**src/rtl/pipe_pkg.sv**
```systemverilog
// Shared pipeline-stage constants: side-channel indices and default widths
// used by the ready/go controllers between stage registers.
package pipe_pkg;

    localparam int CH_DIV     = 0;
    localparam int CH_MEM     = 1;

    localparam int DEF_DATA_W = 32;
    localparam int DEF_NUM_CH = 2;
    localparam int DEF_CNT_W  = 2;

endpackage

```
**src/rtl/stage_cancel_cnt.sv**
```systemverilog
// Single-channel cancel counter: remembers how many responses of a flushed
// instruction are still in flight and swallows them as they arrive.
module stage_cancel_cnt
    import pipe_pkg::*;
#(
    parameter int CNT_W = DEF_CNT_W
) (
    input  logic clk,
    input  logic rst,
    input  logic ch_done,
    input  logic cancel,
    output logic eff_done,
    output logic at_max
);

    localparam logic [CNT_W-1:0] CMAX = '1;

    logic [CNT_W-1:0] cnt;
    logic             dec;
    logic             inc;

    assign dec      = ch_done && (cnt != '0);
    assign inc      = cancel && (cnt != CMAX);
    assign eff_done = ch_done && (cnt == '0);
    assign at_max   = (cnt == CMAX);

    // A discard and a new cancel in the same cycle cancel each other out.
    always_ff @(posedge clk) begin
        if (rst) begin
            cnt <= '0;
        end else if (inc && !dec) begin
            cnt <= cnt + 1'b1;
        end else if (dec && !inc) begin
            cnt <= cnt - 1'b1;
        end
    end

endmodule

```
**src/rtl/stage_readygo_ctrl.sv**
```systemverilog
// Pipeline-stage handshake controller: holds one instruction, collects sticky
// side-channel completions and drops responses belonging to flushed work.
module stage_readygo_ctrl
    import pipe_pkg::*;
#(
    parameter int DATA_W = DEF_DATA_W,
    parameter int NUM_CH = DEF_NUM_CH,
    parameter int CNT_W  = DEF_CNT_W
) (
    input  logic              clk,
    input  logic              rst,
    input  logic              in_valid,
    input  logic [DATA_W-1:0] in_data,
    input  logic [NUM_CH-1:0] in_need,
    output logic              allow_in,
    output logic              out_valid,
    output logic [DATA_W-1:0] out_data,
    input  logic              out_allow_in,
    input  logic [NUM_CH-1:0] ch_done,
    input  logic              flush,
    output logic              ready_go
);

    logic              valid;
    logic [DATA_W-1:0] data;
    logic [NUM_CH-1:0] need;
    logic [NUM_CH-1:0] done_stk;
    logic [NUM_CH-1:0] eff_done;
    logic [NUM_CH-1:0] at_max;
    logic [NUM_CH-1:0] cancel;
    logic              accept;
    logic              leave;

    // Only channels still owed to the flushed instruction leave a response in flight.
    assign cancel = {NUM_CH{flush && valid}} & need & ~done_stk & ~ch_done;

    for (genvar i = 0; i < NUM_CH; i++) begin : g_cnt
        stage_cancel_cnt #(
            .CNT_W   (CNT_W)
        ) u_cnt (
            .clk      (clk),
            .rst      (rst),
            .ch_done  (ch_done[i]),
            .cancel   (cancel[i]),
            .eff_done (eff_done[i]),
            .at_max   (at_max[i])
        );
    end

    assign ready_go  = valid && ((need & ~(done_stk | eff_done)) == '0);
    assign out_valid = ready_go;
    assign out_data  = data;
    assign allow_in  = !flush && (!valid || (ready_go && out_allow_in)) && !(|at_max);
    assign accept    = in_valid && allow_in;
    assign leave     = ready_go && out_allow_in && !accept;

    always_ff @(posedge clk) begin
        if (rst) begin
            valid    <= 1'b0;
            data     <= '0;
            need     <= '0;
            done_stk <= '0;
        end else if (flush) begin
            valid    <= 1'b0;
            done_stk <= '0;
        end else if (accept) begin
            valid    <= 1'b1;
            data     <= in_data;
            need     <= in_need;
            done_stk <= '0;
        end else if (leave) begin
            valid    <= 1'b0;
            done_stk <= '0;
        end else if (valid) begin
            done_stk <= done_stk | (eff_done & need);
        end
    end

endmodule

```
**config.mk**
```make
export PLATFORM = sky130hd
export DESIGN_NAME = stage_readygo_ctrl
export DESIGN_NICKNAME = d
export VERILOG_FILES = /design/src/rtl/pipe_pkg.sv /design/src/rtl/stage_cancel_cnt.sv /design/src/rtl/stage_readygo_ctrl.sv
export SDC_FILE = /design/constraint.sdc
export NUM_CORES = 1
export LEC_CHECK = 0
export ABC_AREA = 1
export BUFFER_PORTS_ARGS = -buffer_cell sky130_fd_sc_hd__buf_2
export CAP_MARGIN = 20
export CELL_PAD_IN_SITES_DETAIL_PLACEMENT = 1
export CELL_PAD_IN_SITES_GLOBAL_PLACEMENT = 2
export CORE_UTILIZATION = 23
export DETAILED_ROUTE_END_ITERATION = 6
export MAX_ROUTING_LAYER = met4
export PLACE_DENSITY = 0.76
export SLEW_MARGIN = 40
export SYNTH_ARGS = -nofsm -noshare
export SYNTH_HDL_FRONTEND = slang
export SYNTH_SLANG_ARGS = --single-unit
```
**constraint.sdc**
```tcl
create_clock -name clk -period 1.4 [get_ports clk]
set_input_delay 0.14 -clock clk [delete_from_list [all_inputs] [get_ports clk]]
set_output_delay 0.14 -clock clk [all_outputs]
set_load 0.01 [all_outputs]
```
## After elaboration in Yosys (flattened, before gate mapping)

Cells that the tools add are included.

| word-level totals | value |
|---|---|
| flip-flop bits (word level) | 41 |
| output and inout port bits | 35 |

| cells by class | value |
|---|---|
| $add $sub $neg | 4 |
| equal/unequal tests | 4 |
| mux-type cells | 6 |
| bitwise gates (word level) | 11 |
| reductions and logical operators | 38 |

Operators by type and width:

| kind | count |
|---|---|
| logical AND 1 bit | 17 |
| bitwise AND 2 bit | 5 |
| nonzero test 2 bit | 5 |
| logical NOT 1 bit | 8 |
| 2-to-1 mux 2 bit | 4 |
| logical NOT 2 bit | 3 |
| inverter 2 bit | 3 |
| adder 2 x 1 -> 2 bit, second input constant | 2 |
| == test 2 bit, second input constant | 2 |
| != test 2 bit, second input constant | 2 |
| OR 2 bit | 2 |
| OR reduction 2 bit | 2 |
| OR reduction 4 bit | 1 |
| subtractor 2 x 1 -> 2 bit, second input constant | 2 |
| 2-to-1 mux 1 bit | 2 |
| AND reduction 2 bit | 1 |
| logical OR 1 bit | 1 |
| inverter 1 bit | 1 |

## Depth between registers and ports, before layout

Gate-level depths: netlist (run 1).

| logic depth | value |
|---|---|
| word-level depth | 16 |
| depth in mapped cells | 11 |

## By module

Synthesis (run 1) repeated with hierarchy kept, for this count alone.

| second synthesis, totals | value |
|---|---|
| cells, all modules | 370 |
| area, all modules | 2269.7 sq um |

By module, submodules not included:

| module | instances | cells an instance | area each (sq um) | seq. area each (sq um) |
|---|---|---|---|---|
| stage_readygo_ctrl | 1 | 322 | 1979.4 | 740.7 |
| stage_cancel_cnt | 2 | 24 | 145.1 | 40.0 |

## Worst setup path before layout (run 1)

OpenSTA, ideal clock, no wires.

| timing | value |
|---|---|
| path kind | register to register |
| start | reg need[0] |
| end | reg g_cnt[0].u_cnt.cnt[1] |
| library setup time | 122 ps |
| data arrival time | 1308 ps |
| data required time | 1278 ps |
| setup slack | -30 ps |
| cell stages (with the launch flop) | 10 |
| period minus slack after synthesis | 1430 ps |
| cell sequence | dfxtp_1 inv_1 nor2_1 nand3_1 nor3_1 ha_1 a21oi_1 o21ai_0 o21ai_0 a21oi_1 |

| between the ends | value |
|---|---|
| word-level cells in the longest chain between the ends | 7 |
| elaborated cells on any way between the ends | 9 |

Ends and longest elaborated chain:

| element | line | text |
|---|---|---|
| start: declaration | stage_readygo_ctrl.sv:26 | `logic [NUM_CH-1:0] need;` |
| start signal: assignment | stage_readygo_ctrl.sv:69 | `need <= in_need;` |
| bitwise AND 2 bit * (3 in a row) | stage_readygo_ctrl.sv:35 | `assign cancel = {NUM_CH{flush && valid}} & need & ~done_stk & ~ch_done;` |
| logical AND 1 bit * | stage_cancel_cnt.sv:23 | `assign inc = cancel && (cnt != CMAX);` |
| logical NOT 1 bit | stage_cancel_cnt.sv:33 | `end else if (dec && !inc) begin` |
| logical AND 1 bit | stage_cancel_cnt.sv:33 |  |
| nonzero test 2 bit (no line) | n/a |  |
| end signal: assignment | stage_cancel_cnt.sv:32 | `cnt <= cnt + 1'b1;` |
| end signal: assignment | stage_cancel_cnt.sv:34 | `cnt <= cnt - 1'b1;` |
| end: declaration | stage_cancel_cnt.sv:18 | `logic [CNT_W-1:0] cnt;` |

Every way passes the cells marked *; elsewhere a longest branch is shown, timed or not.
A chain may end at the register's enable or synchronous reset.

## Worst setup path in the final report (run 1)

| timing | value |
|---|---|
| start | reg g_cnt[1].u_cnt.cnt[1] |
| end | out allow_in |

| between the ends | value |
|---|---|
| word-level cells in the longest chain between the ends | 11 |
| elaborated cells on any way between the ends | 14 |

Ends and longest elaborated chain:

| element | line | text |
|---|---|---|
| start: declaration | stage_cancel_cnt.sv:18 |  |
| start signal: assignment | stage_cancel_cnt.sv:32 |  |
| start signal: assignment | stage_cancel_cnt.sv:34 |  |
| logical NOT 2 bit | stage_cancel_cnt.sv:24 | `assign eff_done = ch_done && (cnt == '0);` |
| logical AND 1 bit | stage_cancel_cnt.sv:24 |  |
| OR 2 bit | stage_readygo_ctrl.sv:50 | `assign ready_go = valid && ((need & ~(done_stk \| eff_done)) == '0);` |
| inverter 2 bit | stage_readygo_ctrl.sv:50 |  |
| bitwise AND 2 bit | stage_readygo_ctrl.sv:50 |  |
| logical NOT 2 bit | stage_readygo_ctrl.sv:50 |  |
| logical AND 1 bit | stage_readygo_ctrl.sv:50 |  |
| logical AND 1 bit | stage_readygo_ctrl.sv:53 | `assign allow_in = !flush && (!valid \|\| (ready_go && out_allow_in)) && !(\|at_max);` |
| logical OR 1 bit | stage_readygo_ctrl.sv:53 |  |
| logical AND 1 bit | stage_readygo_ctrl.sv:53 |  |
| logical AND 1 bit * | stage_readygo_ctrl.sv:53 |  |
| end: declaration | stage_readygo_ctrl.sv:15 | `output logic allow_in,` |

Marks and branches as above.

==> run metrics, run 1 <==
GRT overflow=0; post-DP HPWL=~4700 um; clock skew=approximately 6 ps; endpoints failing setup=42; Max Cap Violations=0; Chip Height=between 100 and 150 um; Port Buffers=75; Final Max Slew Viols=0; Root Buffer=clkbuf_8; static leakage=between 1.5 and 2 nW; worst r2r src=g_cnt[1].u_cnt.cnt[1]$_SDFFE_PP0P_; Syn Std Cell Area=around 0.0022 mm2; drt via density=between 4 and 5; die width=around 100 um; final worst path period need=around 1500 ps; CORE AREA=about 0.0093 mm2; fin area=~0.0031 mm2; largest net degree at the start of global routing=33; max frequency=between 600 and 700 MHz; post-synthesis cell count=between 300 and 400; commonest non-fill, non-tap cell in the layout=inv_1; # rows=35; count of cell types in the netlist=21; Worst Hold Class=input port to register; hold path cells=2; DR iter-0 viols=38; ANT cells=0; Syn. warnings=0; r2r setup slk=-90 ps; post-layout util=about a third; RSZ-0062 raised after global routing=true; die footprint=~0.010 mm2; outcome=finished with violations; TritonRoute pass-1 iters=4; DRC=0; Seq/Total Area, Yosys=between 30 and 40%; crit-path max FO=3; Seq cells post-synth=41; CTS H-tree depth=2; Hold EP=g_cnt[1].u_cnt.cnt[0]$_SDFFE_PP0P_; Initial Util=23.83%; Inserted Clock Buffers=5; Reg2Reg Capture Point=need[0]$_SDFFE_PP0P_; nets=494; Detailed Route WL=about 6500 um; gpl congestion=0.7864; Placed Area=between 0.002 and 0.003 mm2; syn nets=399; post-DR wirelength/cell=11.24 um; Critical Path Source Type=register; IO Pins=76; hold_sp=rst; Skew-Pair Late Insertion Delay=300 ps; clk sinks=just over 40; antenna viol nets, final=0; Avg Cell Area, Syn=a little over 6 um2; CP Data Required Time=between 1000 and 1500 ps; PwrDens=approximately 950 mW/mm2; critical path type=register to primary output; Peak supply drop=approximately 330 uV; failing checks=setup timing; Final Hold Viols=0; via count=around 2300; initial antenna violation count=0; cts hold-fix bufs=0; GRT Util Overall=approximately 14%; synth-to-layout area growth=40.55%; R2R cell count=11; CP Data Arrival Time=approximately 1400 ps; CTS Buffer Depth=2; CP endpoint kind=primary output; clk slew on worst S/H paths=~80 ps; Worst-Margin Slew=between 300 and 400 ps; TritonCTS clock tree=built; slew margin rel.=roughly 75%; Hold WS=about 50 ps; vias in the first global route=roughly 2300; Final period util=110.5%; worst setup margin=-147.7 ps; first-pass GRT wire length=around 11000 um; commonest cells after routing, fill and taps aside=inv_1 (110), nand2_1 (78), buf_2 (72), nor2_1 (40), dfxtp_1 (35); total power=a little under 0.003 W; share of layout cells above drive strength 1=30.31%
## layer usage
metal  vias up  part of all wire (%)  track usage, %
li1       1221                     -               -
met1      1049                    45           16.10
met2        49                    49           24.30
met3         8                   5.4           3.273
met4         0                   1.1           3.679
met5         -                     0               -
## state kept, by name, indices dropped and copies added, names as in the netlist
register	cells
out_data	32
g_cnt.u_cnt.cnt	4
done_stk	2
need	2
valid	1
## through the flow
step / TNS [ps] / std cells / setup WS (ps)
3_5_place_dp: -799.2 / 567 / -137.4
2_1_floorplan: 0 / 356 / 20.58
3_3_place_gp: -275.9 / 567 / -49.35
6_report: -2764 / 581 / -147.7
4_1_cts: -3844 / 578 / -196.1
5_1_grt: -7614 / 581 / -240.1
## logic make-up (layout without fill, tap and decap cells)
family | count (synthesis) | after routing | synth area share (%)
AOI/OAI and AO/OA | 13 | 13 | 3.450
xor gates and xnor gates | 2 | 2 | 0.7920
adders and majority gates | 2 | 2 | 1.131
buffers and inverters | 133 | 229 | 24.15
DFF | 41 | 41 | 37.10
and+or+nand+nor | 165 | 165 | 33.37
## worst max path at each step
stage	slack [ps]	end	start
3_5_place_dp	-140	g_cnt[0].u_cnt.cnt[1]$_SDFFE_PP0P_	need[0]$_SDFFE_PP0P_
5_1_grt	-240	out_data[14]$_SDFFE_PP0P_	g_cnt[1].u_cnt.cnt[1]$_SDFFE_PP0P_
4_1_cts	-200	allow_in	g_cnt[1].u_cnt.cnt[0]$_SDFFE_PP0P_
2_1_floorplan	20	need[1]$_SDFFE_PP0P_	g_cnt[1].u_cnt.cnt[0]$_SDFFE_PP0P_
3_3_place_gp	-50	g_cnt[0].u_cnt.cnt[1]$_SDFFE_PP0P_	need[0]$_SDFFE_PP0P_
6_report	-150	allow_in	g_cnt[1].u_cnt.cnt[1]$_SDFFE_PP0P_
## critical path, cell delays in order, from the launching register on
cell and delay [ps]:
dfxtp_2 340, nor2_1 90, nand2_1 70, nand2_1 90, nand2_2 80, o21bai_4 140
buf_6 130, nand2_2 40, inv_2 50, buf_6 90
## area by class of cell
class / count / area (um2)
clock buffers: 7 / 96.34
clock inverters: 1 / 5.005
fillers: 1239 / 6175
inverters: 115 / 431.7
multi-input cells: 182 / 914.6
flip-flops and latches: 41 / 828.3
well taps: 129 / 161.4
repair buffers: 106 / 671.9
## cells in the mapped netlist, drive strengths merged
cell type / count / area share, %
clkinv: 1 / 0.17
dfxtp: 41 / 37
inv: 114 / 19
nand2: 80 / 14
o21ai: 6 / 1.4
nor2: 43 / 7.3
xor2: 2 / 0.79
ha: 2 / 1.1
nand4: 34 / 9.6
buf: 12 / 3.6
o21bai: 3 / 1.2
a21oi: 4 / 0.91
nor3: 3 / 1.2
nand3: 5 / 1.7
clkbuf: 6 / 1.0
## repair_timing
item	CTS	global route
setup endpoints to repair	43	44
pin swaps	5	5
hold endpoints to repair	0	0
buffers inserted	3	3
resized for setup	19	10
## power breakdown
group,total (W),internal (W),switching (W),leakage (nW)
clock,0.000886,0.000447,0.000440,0.0542
combinational,0.000742,0.000341,0.000401,1.43
sequential,0.00132,0.00126,0.0000519,0.340
Power figures use the tool's default switching activity.
==> inputs of run 2 (changes only) <==
--- a/config.mk
+++ b/config.mk
@@ -6,7 +6,7 @@
 export NUM_CORES = 1
 export LEC_CHECK = 0
 export ABC_AREA = 1
-export BUFFER_PORTS_ARGS = -buffer_cell sky130_fd_sc_hd__buf_2
+export BUFFER_PORTS_ARGS = -buffer_cell sky130_fd_sc_hd__buf_4
 export CAP_MARGIN = 20
 export CELL_PAD_IN_SITES_DETAIL_PLACEMENT = 1
 export CELL_PAD_IN_SITES_GLOBAL_PLACEMENT = 2
==> run metrics, run 2 (synthesis gave the netlist of run 1 again) <==
crit-path max FO=3 (unchanged); clock skew=6.060 ps (was 6.020 ps); Hold EP=g_cnt[1].u_cnt.cnt[0]$_SDFFE_PP0P_ (unchanged); share of layout cells above drive strength 1=32.53% (was 30.31%); GRT overflow=0 (unchanged); hold path cells=2 (unchanged); drt via density=4.020 (was 4.005); Critical Path Source Type=register (unchanged); fin area=0.003376 mm2 (was 0.003109 mm2); TritonRoute pass-1 iters=5 (was 4); Reg2Reg Capture Point=done_stk[1]$_SDFFE_PP0P_ (was need[0]$_SDFFE_PP0P_); CTS H-tree depth=2 (unchanged); synth-to-layout area growth=52.60% (was 40.55%); CP endpoint kind=register (was primary output); TritonCTS clock tree=built (unchanged); pre-CTS WS=-125.7 ps (was -137.4 ps); R2R cell count=11 (unchanged); Bufs and invs on worst path=7 (was 3); failing checks=setup timing (unchanged); max incr delay on CP=340 ps (about the same); Final Max Slew Viols=0 (unchanged); commonest cells after routing, fill and taps aside=inv_1 (109), buf_4 (103), nand2_1 (76), nor2_1 (40), dfxtp_1 (35) (was inv_1 (110), nand2_1 (78), buf_2 (72), nor2_1 (40), dfxtp_1 (35)); commonest non-fill, non-tap cell in the layout=inv_1 (unchanged); Final period util=112.6% (was 110.5%); r2r setup slk=-180 ps (was -90 ps); Worst-Margin Slew=527.3 ps (was 368.8 ps); CTS Buffer Depth=2 (unchanged); clk sinks=41 (unchanged); CP Data Arrival Time=1810 ps (was 1410 ps); static leakage=1.897 nW (was 1.823 nW); max frequency=634.1 MHz (was 646.1 MHz); vias in the first global route=2438 (was 2304); IO Pins=76 (unchanged); cts hold-fix bufs=0 (unchanged); initial antenna violation count=0 (unchanged); final worst path period need=1577 ps (was 1548 ps); Final Hold Viols=0 (unchanged); post-DR wirelength/cell=11.55 um (was 11.24 um); RSZ-0062 raised after global routing=true (unchanged); Worst Hold Class=input port to register (unchanged); crit-path leading delay family=buffers and inverters (was simple AND/OR/NAND/NOR gates); Skew-Pair Late Insertion Delay=290 ps (was 300 ps); endpoints failing setup=42 (unchanged); die footprint=0.01001 mm2 (unchanged); CP Data Required Time=1630 ps (was 1260 ps); cells along the critical path=nor2_1, nand2_1, buf_4, buf_4, buf_4, buf_4, buf_4, buf_4, o21bai_4, inv_1, nor2_1 (was nor2_1, nand2_1, nand2_1, nand2_2, o21bai_4, buf_6, nand2_2, inv_2, buf_6); die width=100.1 um (unchanged); CORE AREA=0.009284 mm2 (unchanged); max FFs per register=32 (unchanged); worst setup margin=-177.0 ps (was -147.7 ps); Chip Height=100.1 um (unchanged); hold_sp=rst (unchanged); critical path type=register to register (was register to primary output); GRT Util Overall=14.80% (was 13.95%); outcome=finished with violations (unchanged); # rows=35 (unchanged); worst r2r src=g_cnt[1].u_cnt.cnt[1]$_SDFFE_PP0P_ (unchanged); gpl congestion=0.8002 (was 0.7864); largest net degree at the start of global routing=24 (was 33); post-DP HPWL=4800 um (was 4691 um); DR iter-0 viols=73 (was 38); via count=2360 (was 2327); DRC=0 (unchanged); slew margin rel.=64.63% (was 75.41%); slowest CP cell=dfxtp_2 (unchanged); Root Buffer=clkbuf_8 (unchanged); ANT cells=0 (unchanged); Inserted Clock Buffers=5 (unchanged); first-pass GRT wire length=11350 um (was 10650 um); Placed Area=0.003059 mm2 (was 0.002879 mm2); nets=500 (was 494); most used cell, CP=buf_4; PwrDens=915.9 mW/mm2 (was 946.7 mW/mm2); Initial Util=23.83% (unchanged); Max Cap Violations=0 (unchanged); Peak supply drop=326.1 uV (was 328.0 uV); Port Buffers=75 (unchanged); Detailed Route WL=6777 um (was 6531 um); antenna viol nets, final=0 (unchanged); clk slew on worst S/H paths=80 ps (about the same)
-- run 2: changes by cell type in the layout (fill, tap and decap cells not counted), moves of 2 or more --
cell     delta
o21ai_1     -3
buf_4      +77
nand2_1     -2
buf_2      -72
a21oi_2     +2
a21oi_1     -2
o21ai_0     +2
-- run 2: stage by stage --
step                      TNS (ps)  utilization [%]  hold slack (ps)  power (W)  cells
after detailed placement    -982.9            32.95            340.7   0.002115    566
after CTS                    -3602            35.44            12.35   0.003111    584
final                        -3784            36.36            20.46   0.003092    587
after global placement      -388.4            32.95            335.3   0.002097    566
after floorplan                  0                -            212.4   0.001728    356
after global routing         -8808            36.36            15.94   0.003301    587
-- run 2: worst max path at each step --
stage | from | endpoint | slack (ps) | depth (start not counted)
2_1_floorplan | g_cnt[1].u_cnt.cnt[0]$_SDFFE_PP0P_ | need[1]$_SDFFE_PP0P_ | 20 | 7
3_3_place_gp | need[0]$_SDFFE_PP0P_ | g_cnt[0].u_cnt.cnt[1]$_SDFFE_PP0P_ | -60 | 9
3_5_place_dp | need[1]$_SDFFE_PP0P_ | g_cnt[1].u_cnt.cnt[1]$_SDFFE_PP0P_ | -130 | 9
4_1_cts | g_cnt[1].u_cnt.cnt[1]$_SDFFE_PP0P_ | allow_in | -160 | 9
5_1_grt | g_cnt[1].u_cnt.cnt[1]$_SDFFE_PP0P_ | need[0]$_SDFFE_PP0P_ | -260 | 11
6_report | g_cnt[1].u_cnt.cnt[1]$_SDFFE_PP0P_ | done_stk[1]$_SDFFE_PP0P_ | -180 | 11
-- run 2: report_power, final --
group          internal, W  switching (W)  leakage [nW]
Clock             0.000447       0.000442        0.0542
Combinational     0.000453       0.000426          1.50
Sequential         0.00127      0.0000587         0.340
-- run 2: layout make-up --
type	instances	area, um2
Fill cell	1214	5908
Multi-Input combinational cell	182	952.2
Timing Repair Buffer	112	900.9
Sequential cell	41	828.3
Inverter	115	431.7
Tap cell	129	161.4
Clock buffer	7	96.34
Clock inverter	1	5.005
-- run 2: per-layer routing --
metal / track usage [%] / routed length, um / vias to the layer above
met5: - / 0 / -
met3: 3.343 / 366 / 5
met4: 3.344 / 39 / 0
met2: 26.68 / 3496 / 56
li1: - / - / 1233
met1: 16.64 / 2874 / 1066
-- run 2: what timing repair did --
action | in CTS | in global routing
pin swaps | 9 | 5
endpoints found under the setup margin | 42 | 44
setup buffers | 10 | 3
gates resized for setup | 24 | 13
